**config.mk**
```make
export PLATFORM = sky130hd
export DESIGN_NAME = rs_enc
export DESIGN_NICKNAME = d
export VERILOG_FILES = /design/src/rtl/rs_enc.sv
export SDC_FILE = /design/constraint.sdc
export NUM_CORES = 1
export LEC_CHECK = 0
export CAP_MARGIN = 10
export CORE_MARGIN = 4
export CORE_UTILIZATION = 58
export DETAILED_ROUTE_END_ITERATION = 10
export GPL_ROUTABILITY_DRIVEN = 0
export HOLD_SLACK_MARGIN = 0.1
export PLACE_DENSITY = 0.82
export SLEW_MARGIN = 0
export SYNTH_ARGS = -nofsm -noshare
export SYNTH_HDL_FRONTEND = slang
export SYNTH_SLANG_ARGS = --single-unit
```
**constraint.sdc**
```tcl
create_clock -name clk -period 3.5 [get_ports clk]
set_clock_uncertainty 0.15 [all_clocks]
set_input_delay 0.35 -clock clk [delete_from_list [all_inputs] [get_ports clk]]
set_output_delay 0.35 -clock clk [all_outputs]
set_load 0.01 [all_outputs]
```
**src/rtl/rs_enc.sv**
```systemverilog
// Systematic RS(n, n-4) encoder over GF(2^8), poly 0x11D, g(x) roots 1..a^3.
// Message symbols pass through with one cycle of latency, then 4 parity symbols follow.
module rs_enc (
  input  logic       clk,
  input  logic       rst,
  input  logic [7:0] k,
  input  logic       in_valid,
  input  logic [7:0] in_data,
  output logic       in_ready,
  output logic       out_valid,
  output logic [7:0] out_data,
  output logic       out_par,
  output logic       out_last
);

  typedef enum logic [1:0] {S_IDLE, S_MSG, S_PAR} state_t;

  state_t     r_state, w_next;
  logic [7:0] r_klen, r_cnt;
  logic [1:0] r_pcnt;
  logic [7:0] r_p0, r_p1, r_p2, r_p3;

  logic       w_accept, w_msg_done;
  logic [7:0] w_klen_in, w_klen, w_cnt_nxt, w_fb;

  // Constant-operand GF(2^8) multiply; with b fixed this folds to an XOR network.
  function automatic logic [7:0] gf_mul(input logic [7:0] a, input logic [7:0] b);
    logic [7:0] acc, x;
    acc = 8'h00;
    x   = a;
    for (int i = 0; i < 8; i++) begin
      if (b[i]) acc = acc ^ x;
      x = {x[6:0], 1'b0} ^ (x[7] ? 8'h1D : 8'h00);
    end
    return acc;
  endfunction

  assign in_ready   = (r_state != S_PAR);
  assign w_accept   = in_valid & in_ready;
  assign w_klen_in  = (k < 8'd5) ? 8'd5 : k;
  // First symbol of a frame uses the live k; later symbols use the latched length.
  assign w_klen     = (r_state == S_IDLE) ? w_klen_in : r_klen;
  assign w_cnt_nxt  = (r_state == S_IDLE) ? 8'd1 : r_cnt + 8'd1;
  assign w_msg_done = (w_cnt_nxt == w_klen - 8'd4);
  assign w_fb       = in_data ^ r_p3;

  always_ff @(posedge clk) begin
    if (rst) r_state <= S_IDLE;
    else     r_state <= w_next;
  end

  always_comb begin
    w_next = r_state;
    case (r_state)
      S_IDLE, S_MSG: if (w_accept) w_next = w_msg_done ? S_PAR : S_MSG;
      S_PAR:         if (r_pcnt == 2'd3) w_next = S_IDLE;
      default:       w_next = S_IDLE;
    endcase
  end

  always_ff @(posedge clk) begin
    if (rst) begin
      r_klen    <= 8'd0;
      r_cnt     <= 8'd0;
      r_pcnt    <= 2'd0;
      r_p0      <= 8'd0;
      r_p1      <= 8'd0;
      r_p2      <= 8'd0;
      r_p3      <= 8'd0;
      out_valid <= 1'b0;
      out_data  <= 8'd0;
      out_par   <= 1'b0;
      out_last  <= 1'b0;
    end else begin
      out_valid <= 1'b0;
      out_par   <= 1'b0;
      out_last  <= 1'b0;
      if (w_accept) begin
        r_klen    <= w_klen;
        r_cnt     <= w_cnt_nxt;
        r_p3      <= r_p2 ^ gf_mul(w_fb, 8'h0F);
        r_p2      <= r_p1 ^ gf_mul(w_fb, 8'h36);
        r_p1      <= r_p0 ^ gf_mul(w_fb, 8'h78);
        r_p0      <= gf_mul(w_fb, 8'h40);
        out_valid <= 1'b1;
        out_data  <= in_data;
      end else if (r_state == S_PAR) begin
        // Drain parity highest-degree first; zeros shifted in leave the regs clear.
        out_valid <= 1'b1;
        out_data  <= r_p3;
        out_par   <= 1'b1;
        out_last  <= (r_pcnt == 2'd3);
        r_p3      <= r_p2;
        r_p2      <= r_p1;
        r_p1      <= r_p0;
        r_p0      <= 8'd0;
        r_pcnt    <= r_pcnt + 2'd1;
      end
    end
  end

endmodule

```
# [Word-level counts from Yosys, hierarchy flattened]
# Cells that the tools add are included.
[word_totals] register_bits=63 output_inout_bits=12 wordCells=101
[classes] n_mux=49 n_eq_ne=7 n_addsub=3 n_lt_le_gt_ge=1 reduce_logical=7 n_bitwise=22
[op_table] operator="8-bit 2-to-1 mux" count=37
[op_table] operator="8-bit bitwise XOR" count=13
[op_table] operator="8-bit by 5-bit bitwise XOR with 8-bit output" count=6
[op_table] operator="5-bit 2-to-1 mux" count=6
[op_table] operator="8-bit by 1-bit adder with 8-bit output, second input constant" count=1
[op_table] operator="8-bit equality test" count=1
[op_table] operator="8-bit by 3-bit less-than comparator with 1-bit output, second input constant" count=1
[op_table] operator="8-bit by 3-bit subtractor with 8-bit output, second input constant" count=1
[op_table] operator="2-bit 2-to-1 mux" count=3
[op_table] operator="2-bit equality test, second input constant" count=2
[op_table] operator="2-bit inequality test, second input constant" count=2
[op_table] operator="2-bit one-hot mux with 2 select lines" count=1
[op_table] operator="2-bit AND reduction" count=2
[op_table] operator="2-bit OR reduction" count=2
[op_table] operator="3-bit OR reduction" count=1
[op_table] operator="2-bit by 1-bit adder with 2-bit output, second input constant" count=1
[op_table] operator="2-bit by 1-bit equality test with 1-bit output, second input constant" count=1
[op_table] operator="2-bit zero test" count=1
[op_table] operator="1-bit 2-to-1 mux" count=2
[op_table] operator="2-bit by 1-bit inequality test with 1-bit output, second input constant" count=1
[op_table] operator="1-bit NOT" count=2
[op_table] operator="2-bit nonzero test" count=1
[op_table] operator="1-bit AND" count=1

# [Logic depth before layout (Yosys ltp)]
# Gate-level depths: netlist of run 1.
[logic_depth] depth_word=20 ltp_mapped=11 ltp_nobuf=11

# [Least setup slack after synthesis of run 1]
# OpenSTA, ideal clock, no wires.
[synth_path] path_type="reg2reg" startpoint="reg r_state[0]" endpoint="reg r_state[1]" arrival_time_ns=2.431 path_stages_with_launch=12 path_slack_ns=0.861 path_buffers=1 setup_time_ns=0.058 t_required_ns=3.292 cell_sequence="dfxtp_1 clkbuf_1 or2_2 or3_1 o21ai_0 ha_1 nor3b_1 xor2_1 o21ai_0 nand4_1 a211oi_1 a31o_2"
[synth_via] elab_chain_cells=7 elab_cells_between_ends=16 classes_between="add/sub: 1; eq/ne: 6; mux: 5; bitwise: 1; reduce/logical: 3"
[synth_lines] element="start: declaration" line="18" text="state_t r_state, w_next;"
[synth_lines] element="start signal: assignment" line="49" text="else r_state <= w_next;"
[synth_lines] element="2-bit zero test" line="42, 43, 54"
[synth_lines] element="8-bit 2-to-1 mux" line="42" text="assign w_klen = (r_state == S_IDLE) ? w_klen_in : r_klen;"
[synth_lines] element="8-bit by 3-bit subtractor with 8-bit output" line="44" text="assign w_msg_done = (w_cnt_nxt == w_klen - 8'd4);"
[synth_lines] element="8-bit equality test" line="44"
[synth_lines] element="2-bit 2-to-1 mux (2 in a row)" line="55" text="S_IDLE, S_MSG: if (w_accept) w_next = w_msg_done ? S_PAR : S_MSG;"
[synth_lines] element="2-bit one-hot mux with 2 select lines" line="54" text="case (r_state)"
# Parallel ways exist; a longest one is shown, timed or not. The select of a mux whose other input is x is not followed.
# A chain may end at the register's enable or synchronous reset.

# [Final worst setup path of run 1]
[layout_path] startpoint="in k[6]" endpoint="reg r_state[1]"
[layout_via] elab_chain_cells=8
[layout_lines] element="start: declaration" line="6" text="input logic [7:0] k,"
[layout_lines] element="8-bit by 3-bit less-than comparator with 1-bit output" line="40" text="assign w_klen_in = (k < 8'd5) ? 8'd5 : k;"
[layout_lines] element="8-bit 2-to-1 mux (*)" line="40"
[layout_lines] element="8-bit 2-to-1 mux (*)" line="42"
[layout_lines] element="8-bit by 3-bit subtractor with 8-bit output (*)" line="44"
[layout_lines] element="8-bit equality test (*)" line="44"
[layout_lines] element="2-bit 2-to-1 mux (*) (2 in a row)" line="55"
[layout_lines] element="2-bit one-hot mux with 2 select lines (*)" line="54"
# Mark *: on every way between the ends. The rest lies on a longest branch, timed or not. The select of a mux whose other input is x is not followed.

==> metrics.md, run 1 <==
| Metric | Value |
|---|---|
| Layout area overhead | `14.3%` |
| Hold_sp | `r_klen[0]` |
| Worst r2r src | `r_state[0]` |
| Seq/Total Area, Yosys | `33.4%` |
| Power consumption | `0.00367 W` |
| Top cell type's share of synthesized area | `33.4%` |
| Total gr overflow | `0` |
| Final Hold Violating Endpoints | `0` |
| I/O Buffers | `30` |
| Unrepaired setup endpoints after global routing | `false` |
| Avg Inst Size Synth | `8.53 sq um` |
| Final setup viols | `0` |
| Root buffer cell | `clkbuf_8` |
| Post-CTS Hold Buffers | `0` |
| Htree depth | `3` |
| Synth area leader | `dfxtp_1` |
| Minimum clock period | `2870 ps` |
| Register bit total from synthesis | `63` |
| P_leak | `1.72 nW` |
| Cts repair resizes | `0` |
| Ys Warns | `0` |
| Final ANT Viol Nets | `0` |
| DRC Markers | `0` |
| Syn_nets | `464` |
| Post-synth cell types | `53` |
| FFs w/ async S/R, synth | `0%` |
| Total core area | `6350 sq um` |
| Post-route cell area | `4310 sq um` |
| CP max-delay cell | `clkdlybuf4s50_1` |
| Vias in the first global route | `3103` |
| Vias per Instance | `5.75` |
| Primary FF master, synth | `dfxtp_1` |
| GRT Util Overall | `23.1%` |
| Power Density | `852 nW/um^2` |
| Post-synth EDFFs | `0` |
| Status | `finished, final reports clean` |
| Top cells by area, synth | `dfxtp_1 33%, xnor2_1 10%, nor2_1 6.0%, nand2_1 5.6%, a211oi_1 5.0%` |
| Max Fclk | `348 MHz` |
| Worst hold path class | `flop to flop` |
| Worst path max stage delay | `470 ps` |
| Die H | `88.6 um` |
| Reg-to-reg slack, setup | `650 ps` |
| CTS Sinks | `63` |
| Peak VDD IR | `0.614 mV` |
| DP Wirelength | `5.82 mm` |
| Mapped Cells | `442` |
| First-pass detailed-route iteration total | `4` |
| Tightest Pin Transition | `692 ps` |
| Clock Tree Buf Depth | `2` |
| Setup TNS | `0 ps` |
| Clock-pin slew on the worst setup and hold paths | `70 ps` |
| Synthesized area | `3770 sq um` |
| Total CTS buffers | `9` |
| Family with the most delay on the worst path | `simple AND/OR/NAND/NOR gates` |
| Avg WL per Cell | `15.1 um` |
| Crit path capture type | `flop` |
| Area after DPL | `4120 sq um` |
| Slew Limit Fails | `0` |
| Worst Setup SP | `k[6]` |
| Initial antenna violation count | `0` |
| Critical Path AT | `3010 ps` |
| Clock Latency Late Sink | `340 ps` |
| Worst path bufs/invs | `1` |
| Max_cap viols | `0` |
| Worst setup SP type | `input port` |
| Routed vias | `3143` |
| Crit share post-route | `82.0%` |
| TritonCTS clock tree | `done` |
| First-pass GRT wire length | `14.3 mm` |
| Cells along the critical path | `clkdlybuf4s50_1 > or3_1 > nor3_1 > or3_1 > o21ai_0 > ha_1 > nor3b_1 > xor2_1 > o21ai_0 > nand4_1 > a211oi_1 > a31o_2` |
| Initial drt markers | `246` |
| DIE AREA | `7860 sq um` |
| FP Rows | `29` |
| Rel. slew slack | `53.7%` |
| # IOs | `31` |
| Final #Nets | `487` |
| Largest net degree at the start of global routing | `59` |
| Critical path type | `input port to flop` |
| WP data required | `3640 ps` |
| Setup Fix Bufs, Post-CTS | `0` |
| Initial core utilization | `59.4%` |
| Total wire length | `8.23 mm` |
| Critical path fanouts, max | `4` |
| Chip width | `88.6 um` |
| Diode count | `0` |
| Share of layout cells above drive strength 1 | `8.94%` |
[flip-flops by register name, summed over array words and instances (netlist names)]
signal and flops:
r_p0 8, r_p2 8, out_valid 1, r_p3 8, r_cnt 8, out_par 1, r_klen 8, r_pcnt 2
r_state 2, r_p1 8, out_last 1, out_data 8
[where the power goes]
group | switching, W | internal, W | leakage [nW]
sequential | 0.000129 | 0.000868 | 0.519
combinational | 0.00102 | 0.00103 | 1.10
clock | 0.000278 | 0.000345 | 0.100
[logic make-up after synthesis]
group / after synthesis / share of synthesized area, %
AND/OR/NAND/NOR: 156 / 17.7
AO/OA/AOI/OAI: 98 / 18.4
XOR/XNOR: 72 / 21.5
flip-flops: 63 / 33.4
buffers and inverters: 32 / 3.18
multiplexers: 18 / 4.81
adder cells (fa/ha/maj): 3 / 0.995
[cell usage after synthesis, types with 15 or more instances]
master and number:
nor2_1 60, clkbuf_1 22, dfxtp_1 63, xnor2_1 45, a21oi_1 15, a22oi_1 17
nand2_1 56, mux2i_1 17, a211oi_1 25
[cell usage in the layout (no fill, tap or decap), types with 3 or more instances in the layout]
cell	n
a22oi_1	17
nand2_1	56
nor3_1	11
a211oi_1	25
clkinv_2	3
inv_1	5
nand2b_1	3
a21oi_1	15
clkbuf_8	10
xnor2_1	45
o31ai_1	11
clkdlybuf4s50_1	28
buf_4	8
nand3_1	9
mux2i_1	17
nor2b_1	4
xor2_1	11
nor2_1	60
o21ai_0	11
or3_1	3
xnor2_2	7
ha_1	3
dfxtp_1	63
[final timing paths]
kind	end	cells past startpoint
worst max-delay path	r_state[1]	12
worst min register to register	r_klen[0]	2
worst max register to register	r_state[1]	9
worst min-delay path	r_klen[0]	2
[final cells by class]
type	instances	area [sq um]
multi-input combinational	347	2390
timing repair buffer	38	350
clock buffer	12	145
fill	503	2040
inverter	6	22.5
sequential	63	1260
clock inverter	4	45.0
tap	77	96.3
[worst register-to-register path, cell delays in order, from the launching register on]
cell and delay, ps:
dfxtp_1 430, nor2_1 520, mux2i_1 320, ha_1 240, nor3b_1 250, xor2_1 90
o21ai_0 180, nand4_1 110, a211oi_1 310, a31o_2 190
[through the flow]
step	hold WS (ps)	utilization [%]	setup WS (ps)	std cells
6_report	329	67.9	630	547
5_1_grt	357	67.9	333	547
4_1_cts	331	67.9	643	547
3_5_place_dp	319	64.9	307	531
3_3_place_gp	296	64.9	371	531
2_1_floorplan	290	-	861	442
[layer usage]
layer,global-route usage [%],up-vias,part of all wire (%),routed length [um]
li1,-,1599,-,-
met1,29.1,1484,45,3720
met2,39.0,52,50,4090
met3,3.91,8,3.9,317
met4,9.34,0,1.3,106
met5,0,-,0,0
Power figures use the tool's default switching activity.
==> inputs of run 2 (changes only) <==
Clock period 3.5 ns to 2.8 ns, I/O delays scaled along.
==> run 2 against run 1 <==
Compared with the run above:
- cell count increased by 5.5%
- die area unchanged
- critical path depth stayed put
- register-to-register slack worse by 430 ps
- largest power group unchanged
- critical path type unchanged
- highest routed layer unchanged
- sequential power grew 25%
- sequential share of layout area decreased by 1.8 points
==> metrics.md, run 2 (same netlist as run 1, synthesis figures left out) <==
| Metric | Value |
|---|---|
| Status | `finished, final reports clean` |
| Commonest non-fill, non-tap cell in the layout | `dfxtp_1` |
| DRC Markers | `0` |
| Initial antenna violation count | `0` |
| Final worst slack | `178 ps` |
| CTS Sinks | `63` |
| Total CTS buffers | `9` |
| First-pass GRT wire length | `14.8 mm` |
| Vias per Instance | `5.79` |
| Placed insts | `561` |
| DIE AREA | `7860 sq um` |
| Clock Latency Late Sink | `350 ps` |
| Crit path capture type | `flop` |
| Power Density | `1110 nW/um^2` |
| Cells along the critical path | `clkdlybuf4s50_1 > or3_1 > nor3_1 > or3_1 > o21ai_0 > ha_1 > buf_4 > xnor2_1 > xnor2_1 > nand4_1 > a211oi_2 > a31o_2` |
| Final #Nets | `517` |
| Die H | `88.6 um` |
| Initial core utilization | `59.4%` |
| Total wire length | `8.99 mm` |
| Layout area overhead | `22.0%` |
| Critical path fanouts, max | `2` |
| TritonCTS clock tree | `done` |
| I/O Buffers | `30` |
| Crit share post-route | `93.7%` |
| Fillers | `475` |
| Slew Limit Fails | `0` |
| Root buffer cell | `clkbuf_8` |
| Clock Tree Buf Depth | `2` |
| Worst hold path class | `input port to flop` |
| First-pass detailed-route iteration total | `4` |
| Avg WL per Cell | `15.6 um` |
| Max Fclk | `381 MHz` |
| Minimum clock period | `2620 ps` |
| Htree depth | `3` |
| Worst setup SP type | `input port` |
| CP max-delay cell | `clkdlybuf4s50_1` |
| Chip width | `88.6 um` |
| Diode count | `0` |
| Max_cap viols | `0` |
| Critical Path AT | `2770 ps` |
| Reg-to-reg slack, setup | `220 ps` |
| Setup TNS | `0 ps` |
| FF+latch area | `1260 sq um` |
| Tightest Pin Transition | `628 ps` |
| Vias in the first global route | `3064` |
| Total core area | `6350 sq um` |
| Critical path type | `input port to flop` |
| Power consumption | `0.00509 W` |
| Multi-input gate area | `2400 sq um` |
| FP Rows | `29` |
| Post-CTS Hold Buffers | `0` |
| Share of layout cells above drive strength 1 | `15.2%` |
| Rel. slew slack | `58.1%` |
| Largest net degree at the start of global routing | `58` |
| P_leak | `1.89 nW` |
| Total gr overflow | `0` |
| GRT Util Overall | `24.3%` |
| Post-Layout Cell Count | `577` |
| Final ANT Viol Nets | `0` |
| Clock-pin slew on the worst setup and hold paths | `70 ps` |
| Routed vias | `3338` |
| WP data required | `2950 ps` |
| Final setup viols | `0` |
| Worst slack, placed | `-176 ps` |
| DP Wirelength | `6.33 mm` |
| Initial drt markers | `212` |
| Commonest non-fill, non-tap cells in the layout | `63 x dfxtp_1, 60 x nor2_1, 56 x nand2_1` |
| Final Hold Violating Endpoints | `0` |
| Worst path max stage delay | `420 ps` |
| Peak VDD IR | `0.850 mV` |
| # IOs | `31` |
## run 2: cell count changes in the layout (fill, tap and decap cells not counted), sizes merged
cell,before,now
buf,10,40
clkbuf,12,9
bufinv,1,3
clkinv,4,3
clkinvlp,0,1
inv,5,6
## run 2: final timing paths
check,to,cells after the start,from
max reg2reg,r_state[1],10,r_state[0]
min reg2reg,r_pcnt[1],2,r_pcnt[1]
max,r_state[1],12,k[5]
min,r_klen[7],2,rst
## run 2: metrics by stage
step	hold WS [ps]	util [%]	instance area, sq um
6_report	145	72.5	4600
5_1_grt	140	72.5	4600
4_1_cts	139	72.3	4590
3_5_place_dp	309	68.5	4350
3_3_place_gp	297	68.5	4350
2_1_floorplan	274	-	3770
## run 2: layout make-up
type | instances | share of cell area, %
sequential | 63 | 27.4
multi-input combinational | 347 | 52.2
timing repair buffer | 68 | 12.5
clock buffer | 9 | 2.69
inverter | 6 | 0.490
tap | 77 | 2.09
clock inverter | 7 | 2.61
## run 2: report_power, final
part	total [W]	leakage (nW)	switching, W	internal [W]
clock	0.000989	0.120	0.000395	0.000594
sequential	0.00125	0.519	0.000166	0.00108
combinational	0.00285	1.25	0.00137	0.00148
## run 2: worst max-delay path: cells and delay by family
family,cells,cell delay [ps]
AOI/OAI and AO/OA,3,590
xor gates and xnor gates,2,310
adders and majority gates,1,240
buffers and inverters,2,560
and+or+nand+nor,4,780
## run 2: timing repair
action | in CTS | in global routing
endpoints found under the setup margin | 0 | 2
endpoints found under the hold margin | 0 | 0
buffers inserted | 0 | 0
gates resized for setup | 0 | 3
## run 2: layer usage
metal / global-route usage, % / up-vias / wire length [um]
li1: - / 1653 / -
met1: 32.4 / 1581 / 4010
met2: 39.0 / 87 / 4360
met3: 4.93 / 17 / 462
met4: 8.65 / 0 / 165
met5: 0 / - / 0
